### config.mk
export PLATFORM = sky130hd
export DESIGN_NAME = enigma_stream_driver
export DESIGN_NICKNAME = d
export VERILOG_FILES = /design/src/rtl/enigma_stream_pkg.sv /design/src/rtl/enigma_stream_driver_sync_fifo.sv /design/src/rtl/enigma_stream_driver.sv
export SDC_FILE = /design/constraint.sdc
export NUM_CORES = 1
export LEC_CHECK = 0
export BUFFER_PORTS_ARGS = -buffer_cell sky130_fd_sc_hd__buf_2
export CAP_MARGIN = 10
export CORE_UTILIZATION = 30
export CTS_CLUSTER_DIAMETER = 120
export CTS_CLUSTER_SIZE = 40
export DETAILED_ROUTE_END_ITERATION = 7
export GPL_ROUTABILITY_DRIVEN = 0
export PLACE_DENSITY = 0.41
export SKIP_CTS_REPAIR_TIMING = 1
export SYNTH_ARGS = -nofsm -noshare
export SYNTH_HDL_FRONTEND = slang
export SYNTH_SLANG_ARGS = --single-unit
### constraint.sdc
create_clock -name clk -period 4.2 [get_ports clk]
set_input_delay 0.21 -clock clk [delete_from_list [all_inputs] [get_ports clk]]
set_output_delay 0.21 -clock clk [all_outputs]
set_load 0.005 [all_outputs]
### src/rtl/enigma_stream_pkg.sv
// enigma_stream_pkg: shared types and sizes for the enigma stream driver
package enigma_stream_pkg;
  localparam int BYTE_W = 8;
  localparam int DEFAULT_DEPTH = 16;
  typedef enum logic [2:0] {IDLE, SET, WAIT, RUN, DRAIN} state_t;
endpackage

### src/rtl/enigma_stream_driver_sync_fifo.sv
// sync_fifo: show-ahead synchronous FIFO with full/empty/count
module sync_fifo import enigma_stream_pkg::*; #(
  parameter int W = BYTE_W,
  parameter int DEPTH = DEFAULT_DEPTH
) (
  input  logic                     clk,
  input  logic                     reset_n,
  input  logic                     push,
  input  logic [W-1:0]             din,
  input  logic                     pop,
  output logic [W-1:0]             dout,
  output logic                     full,
  output logic                     empty,
  output logic [$clog2(DEPTH):0]   count
);
  localparam int AW = $clog2(DEPTH);
  logic [W-1:0] mem_q [DEPTH];
  logic [AW-1:0] wp_q, wp_d, rp_q, rp_d;
  logic [AW:0] cnt_q, cnt_d;
  logic do_push, do_pop;
  assign full = cnt_q == (AW+1)'(DEPTH);
  assign empty = cnt_q == '0;
  assign count = cnt_q;
  assign dout = mem_q[rp_q];
  assign do_push = push && !full;
  assign do_pop = pop && !empty;
  always_comb begin
    wp_d = wp_q + AW'(do_push);
    rp_d = rp_q + AW'(do_pop);
    cnt_d = cnt_q + (AW+1)'(do_push) - (AW+1)'(do_pop);
  end
  always_ff @(posedge clk or negedge reset_n) begin
    if (!reset_n) begin
      wp_q <= '0;
      rp_q <= '0;
      cnt_q <= '0;
    end else begin
      wp_q <= wp_d;
      rp_q <= rp_d;
      cnt_q <= cnt_d;
    end
  end
  always_ff @(posedge clk) begin
    if (do_push) mem_q[wp_q] <= din;
  end
endmodule

### src/rtl/enigma_stream_driver.sv
// enigma_stream_driver: buffers host bytes, feeds the enigma core under a credit rule, collects results in order
module enigma_stream_driver import enigma_stream_pkg::*; #(
  parameter int DEPTH = DEFAULT_DEPTH,
  parameter int SET_GAP = 2
) (
  input  logic              clk,
  input  logic              reset_n,
  input  logic              start,
  input  logic              stop,
  input  logic              dec_in,
  input  logic              wr_valid,
  input  logic [BYTE_W-1:0] wr_data,
  output logic              wr_ready,
  output logic              rd_valid,
  output logic [BYTE_W-1:0] rd_data,
  input  logic              rd_ready,
  output logic              core_set,
  output logic              core_en,
  output logic              core_valid,
  output logic [BYTE_W-1:0] core_din,
  output logic              core_dec,
  input  logic [BYTE_W-1:0] core_dout,
  input  logic              core_done,
  output logic              busy,
  output logic              err
);
  localparam int AW = $clog2(DEPTH);
  state_t state_q, state_d;
  logic stop_pend_q, stop_pend_d;
  logic [3:0] gap_q, gap_d;
  logic [AW:0] outstanding_q, outstanding_d;
  logic core_valid_q, core_valid_d, core_dec_q, core_dec_d, err_q, err_d;
  logic [BYTE_W-1:0] core_din_q, core_din_d, in_head;
  logic in_full, in_empty, out_full, out_empty;
  logic [AW:0] in_count, out_count;
  logic [AW+1:0] credit_sum;
  logic wr_fire, gap_last, issue_ok, credit, issue, in_push, in_pop, done_ok, out_pop;
  assign wr_ready = !in_full && state_q != DRAIN;
  assign wr_fire = wr_valid && wr_ready;
  assign gap_last = gap_q == 4'(SET_GAP - 1);
  // the last WAIT cycle may issue so the first byte lands exactly SET_GAP idle cycles after core_set
  assign issue_ok = state_q == RUN || state_q == DRAIN || (state_q == WAIT && gap_last);
  assign credit_sum = {1'b0, outstanding_q} + {1'b0, out_count};
  assign credit = credit_sum < (AW+2)'(DEPTH);
  assign issue = issue_ok && credit && (!in_empty || wr_fire);
  // an empty input FIFO is bypassed so a fresh write reaches the core on the next cycle
  assign in_push = wr_fire && !(issue && in_empty);
  assign in_pop = issue && !in_empty;
  assign done_ok = core_done && outstanding_q != '0;
  assign out_pop = !out_empty && rd_ready;
  assign rd_valid = !out_empty;
  assign core_set = state_q == SET;
  assign core_en = state_q != IDLE;
  assign busy = state_q != IDLE;
  assign core_valid = core_valid_q;
  assign core_din = core_din_q;
  assign core_dec = core_dec_q;
  assign err = err_q;
  always_comb begin
    state_d = state_q;
    stop_pend_d = stop_pend_q;
    gap_d = '0;
    core_dec_d = core_dec_q;
    case (state_q)
      IDLE: if (start) begin
        state_d = SET;
        core_dec_d = dec_in;
        stop_pend_d = 1'b0;
      end
      SET: begin
        state_d = WAIT;
        stop_pend_d = stop_pend_q || stop;
      end
      WAIT: begin
        stop_pend_d = stop_pend_q || stop;
        gap_d = gap_last ? '0 : gap_q + 4'd1;
        state_d = gap_last ? RUN : WAIT;
      end
      RUN: if (stop || stop_pend_q) begin
        state_d = DRAIN;
        stop_pend_d = 1'b0;
      end
      DRAIN: state_d = (in_count == '0 && outstanding_q == '0) ? IDLE : DRAIN;
      default: state_d = IDLE;
    endcase
  end
  always_comb begin
    core_valid_d = issue;
    core_din_d = issue ? (in_empty ? wr_data : in_head) : core_din_q;
    outstanding_d = outstanding_q + (AW+1)'(issue) - (AW+1)'(done_ok);
    err_d = err_q || (core_done && (outstanding_q == '0 || out_full));
  end
  always_ff @(posedge clk or negedge reset_n) begin
    if (!reset_n) begin
      state_q <= IDLE;
      stop_pend_q <= 1'b0;
      gap_q <= '0;
      outstanding_q <= '0;
      core_valid_q <= 1'b0;
      core_din_q <= '0;
      core_dec_q <= 1'b0;
      err_q <= 1'b0;
    end else begin
      state_q <= state_d;
      stop_pend_q <= stop_pend_d;
      gap_q <= gap_d;
      outstanding_q <= outstanding_d;
      core_valid_q <= core_valid_d;
      core_din_q <= core_din_d;
      core_dec_q <= core_dec_d;
      err_q <= err_d;
    end
  end
  sync_fifo #(.W(BYTE_W), .DEPTH(DEPTH)) u_in_fifo (
    .clk(clk), .reset_n(reset_n), .push(in_push), .din(wr_data), .pop(in_pop),
    .dout(in_head), .full(in_full), .empty(in_empty), .count(in_count)
  );
  sync_fifo #(.W(BYTE_W), .DEPTH(DEPTH)) u_out_fifo (
    .clk(clk), .reset_n(reset_n), .push(done_ok), .din(core_dout), .pop(out_pop),
    .dout(rd_data), .full(out_full), .empty(out_empty), .count(out_count)
  );
endmodule

==> impl_metrics.toml <==
[timing]
fin_ws_ns = 0.816
rsz0062_at_grt = "false"
worstMarginPinSlew_ns = 0.998
period_minus_slack_ns = 3.38
period_share = 0.806
finalClockSkew_ns = 0.0613
whs_ns = 0.0324
max-slew-margin-rel = 0.332
hold_viol = 0
setup_viol = 0
timing.fmax_mhz = 296
setup_tns_ns = 0
slew_violations = 0

[yosys]
async_flop_share = 0.163
avgSynthCellArea_um2 = 18.9
yosys.area.top_type = "edfxtp_1"
yosys_warnings = 0
yosysSeqAreaShare = 0.710
yosys-top-cells-area = "edfxtp_1 61%, mux4_2 13%, dfrtp_1 9.9%"
syn_inst = 666
syn-num-nets = 725
syn_area_mm2 = 0.0126
synth_top_area_share = 0.610
synth_edf_count = 256
synth.distinct_cells = 51
ys_ff_latch = 306
synth_ff_type = "edfxtp_1"

[clocking]
cts-root-buf = "clkbuf_16"
htree_num_levels = 1
cts_num_sinks = 306
clock_latency_ns = 0.52
cts_tree = "yes"
numCtsBuffers = 13
ctsLongestPathBuffers = 3
clk_pin_slew_ns = 0.12

[setup_path]
rr_worst_depth = 16
timing.critical_path.mode_cell = "inv_1"
worstPathRequired_ns = 4.63
cp_slowest_cell = "o311ai_4"
rrSetupSlack_ns = 0.82
cp_cell_sequence = "inv_1 > ha_1 > or3b_4 > o311ai_4 > and4_1 > inv_2 > nor2_2 > ha_1 > inv_1 > ha_1 > inv_1 > fa_1 > inv_1 > a21oi_1 > o21bai_1 > xnor2_1"
r2r_start = "gap_q[1]"
path_buf_inv = 5
cpPeakStageDelay_ns = 0.47
worst_setup_path_start_kind = "register"
reg2reg_to = "u_in_fifo.count[4]"
cp-end-kind = "register"
cpLargestDelayFamily = "adder cells"
path_max_fanout = 10
crit_arrival_ns = 3.81
path_class = "register to register"

[hold_path]
min_path_cells = 3
hp-start = "stop"
holdPathEnd = "stop_pend_q"
worstHoldPathType = "primary input to register"

[layout]
fin_cells = 1275
finalCoreUtilization = 0.343
multi_input_area_mm2 = 0.00336
fillerInstances = 3966
drive_gt1_frac = 0.258
antenna_cells = 0
regArea_mm2 = 0.00894
postLayoutCellArea_mm2 = 0.0141
area_growth_pct = 11.8
fin_nets = 796

[drt]
vias = 6153
drtAntennaViolNets = 0
remaining_drc_errors = 0
drt_iter0_drc = 353
dr.pass1.iters = 6
wl_per_cell_um = 22.4
viasPerCell = 4.83
wl_mm = 28.6

[placed_design]
dp_hpwl_mm = 19.3
io_buffers = 47
dp_cells = 1251
place_ws_ns = 0.797
place_area_mm2 = 0.0136

[pwr]
power.density_mw_per_mm2 = 643
power.leakage_nw = 4.79
total_power_mw = 9.06
max-vdd-ir-drop_v = 0.000237

[global_route]
overflow = 0
grt_pass1_wl_mm = 42.8
track_usage = 0.138
antenna_found_initial = 0
grt_start_max_net_pins = 51
first_global_vias = 6695

[floorplan]
core_mm2 = 0.0411
die_area_mm2 = 0.0428
pin_count = 48
rows = 74
start_util = 0.306
die_w_um = 207
die_h_um = 207

[job]
cap_violations = 0

[status]
status = "finished, final reports clean"
placed cells by master, fill, tap and decap left out, types with 9 or more instances in the layout:
cell type / count
buf_2: 47
a31oi_1: 9
dfrtp_1: 46
edfxtp_1: 256
xnor2_1: 11
mux4_2: 72
a22o_1: 16
o21ai_0: 11
inv_1: 30
buf_4: 37
xor2_1: 11
nor2_1: 24
nand2_1: 15
nor4_1: 15
clkbuf_16: 14
ha_1: 32
nand3_1: 9
cell type report:
class,count,share of cell area
clock buffer,16,0.0254
clock inverter,5,0.00684
inverter,31,0.00826
multi-input combinational,298,0.239
sequential,306,0.635
tap,532,0.0473
timing repair buffer,87,0.0386
synth_stat cells, drive strengths merged, types with 3 or more instances:
| cell | count |
|---|---|
| nand3 | 9 |
| mux4 | 72 |
| a21o | 4 |
| xnor2 | 11 |
| a41oi | 8 |
| a21oi | 8 |
| clkbuf | 13 |
| o21bai | 3 |
| xor2 | 11 |
| nor2b | 3 |
| a31oi | 9 |
| a22o | 16 |
| fa | 3 |
| or3b | 3 |
| edfxtp | 256 |
| nand3b | 4 |
| nor3 | 6 |
| nor4 | 16 |
| o21ai | 13 |
| nand2 | 15 |
| and4 | 3 |
| inv | 31 |
| dfrtp | 50 |
| ha | 32 |
| buf | 18 |
| nand2b | 8 |
| nor2 | 25 |
power breakdown:
| part | total [mW] | switching, mW | internal, mW |
|---|---|---|---|
| Clock | 1.67 | 1.00 | 0.665 |
| Combinational | 2.98 | 1.45 | 1.53 |
| Sequential | 4.41 | 0.616 | 3.80 |
| Total | 9.06 | 3.06 | 6.00 |
routing by layer:
metal  wire [um]  GRT usage  vias up
li1            -          -     2786
met1       11400      0.165     3238
met2       15700      0.263       99
met3         872     0.0151       30
met4         555     0.0321        0
met5           0          0        -
kinds of logic (layout without fill, tap and decap cells):
kind of cell | after synthesis | in the layout | synth area share
DFF | 306 | 306 | 0.710
buffers and inverters | 62 | 139 | 0.0234
AOI/OAI and AO/OA | 65 | 65 | 0.0381
xor gates and xnor gates | 22 | 22 | 0.0153
muxes | 73 | 73 | 0.130
adders and majority gates | 35 | 35 | 0.0366
and+or+nand+nor | 103 | 103 | 0.0472
tightest hold or removal path, stage by stage:
cell and delay [ns]:
buf_2 0.11, a21oi_1 0.07, a21oi_1 0.11
worst max-delay path by stage:
stage / slack, ns / startpoint / cells after the start / to
final: 0.82 / gap_q[1] / 16 / u_in_fifo.count[4]
after global routing: 0.59 / gap_q[1] / 16 / u_in_fifo.count[4]
after floorplan: 1.11 / gap_q[1] / 17 / u_in_fifo.count[4]
after detailed placement: 0.80 / gap_q[1] / 16 / u_in_fifo.count[4]
after global placement: 0.87 / gap_q[1] / 16 / u_in_fifo.count[4]
after CTS: 0.76 / gap_q[1] / 16 / u_in_fifo.count[4]
flip-flops by register name (all words and copies together), names as in the netlist:
register,count
core_din,8
core_dec,1
u_in_fifo.wp_q,4
u_out_fifo.count,5
state_q,3
gap_q,4
u_in_fifo.rp_q,4
u_in_fifo.mem_q,128
u_out_fifo.mem_q,128
outstanding_q,5
u_in_fifo.count,5
core_valid,1
u_out_fifo.wp_q,4
err,1
u_out_fifo.rp_q,4
stop_pend_q,1
Note: power is estimated with default switching activity, not from simulation.
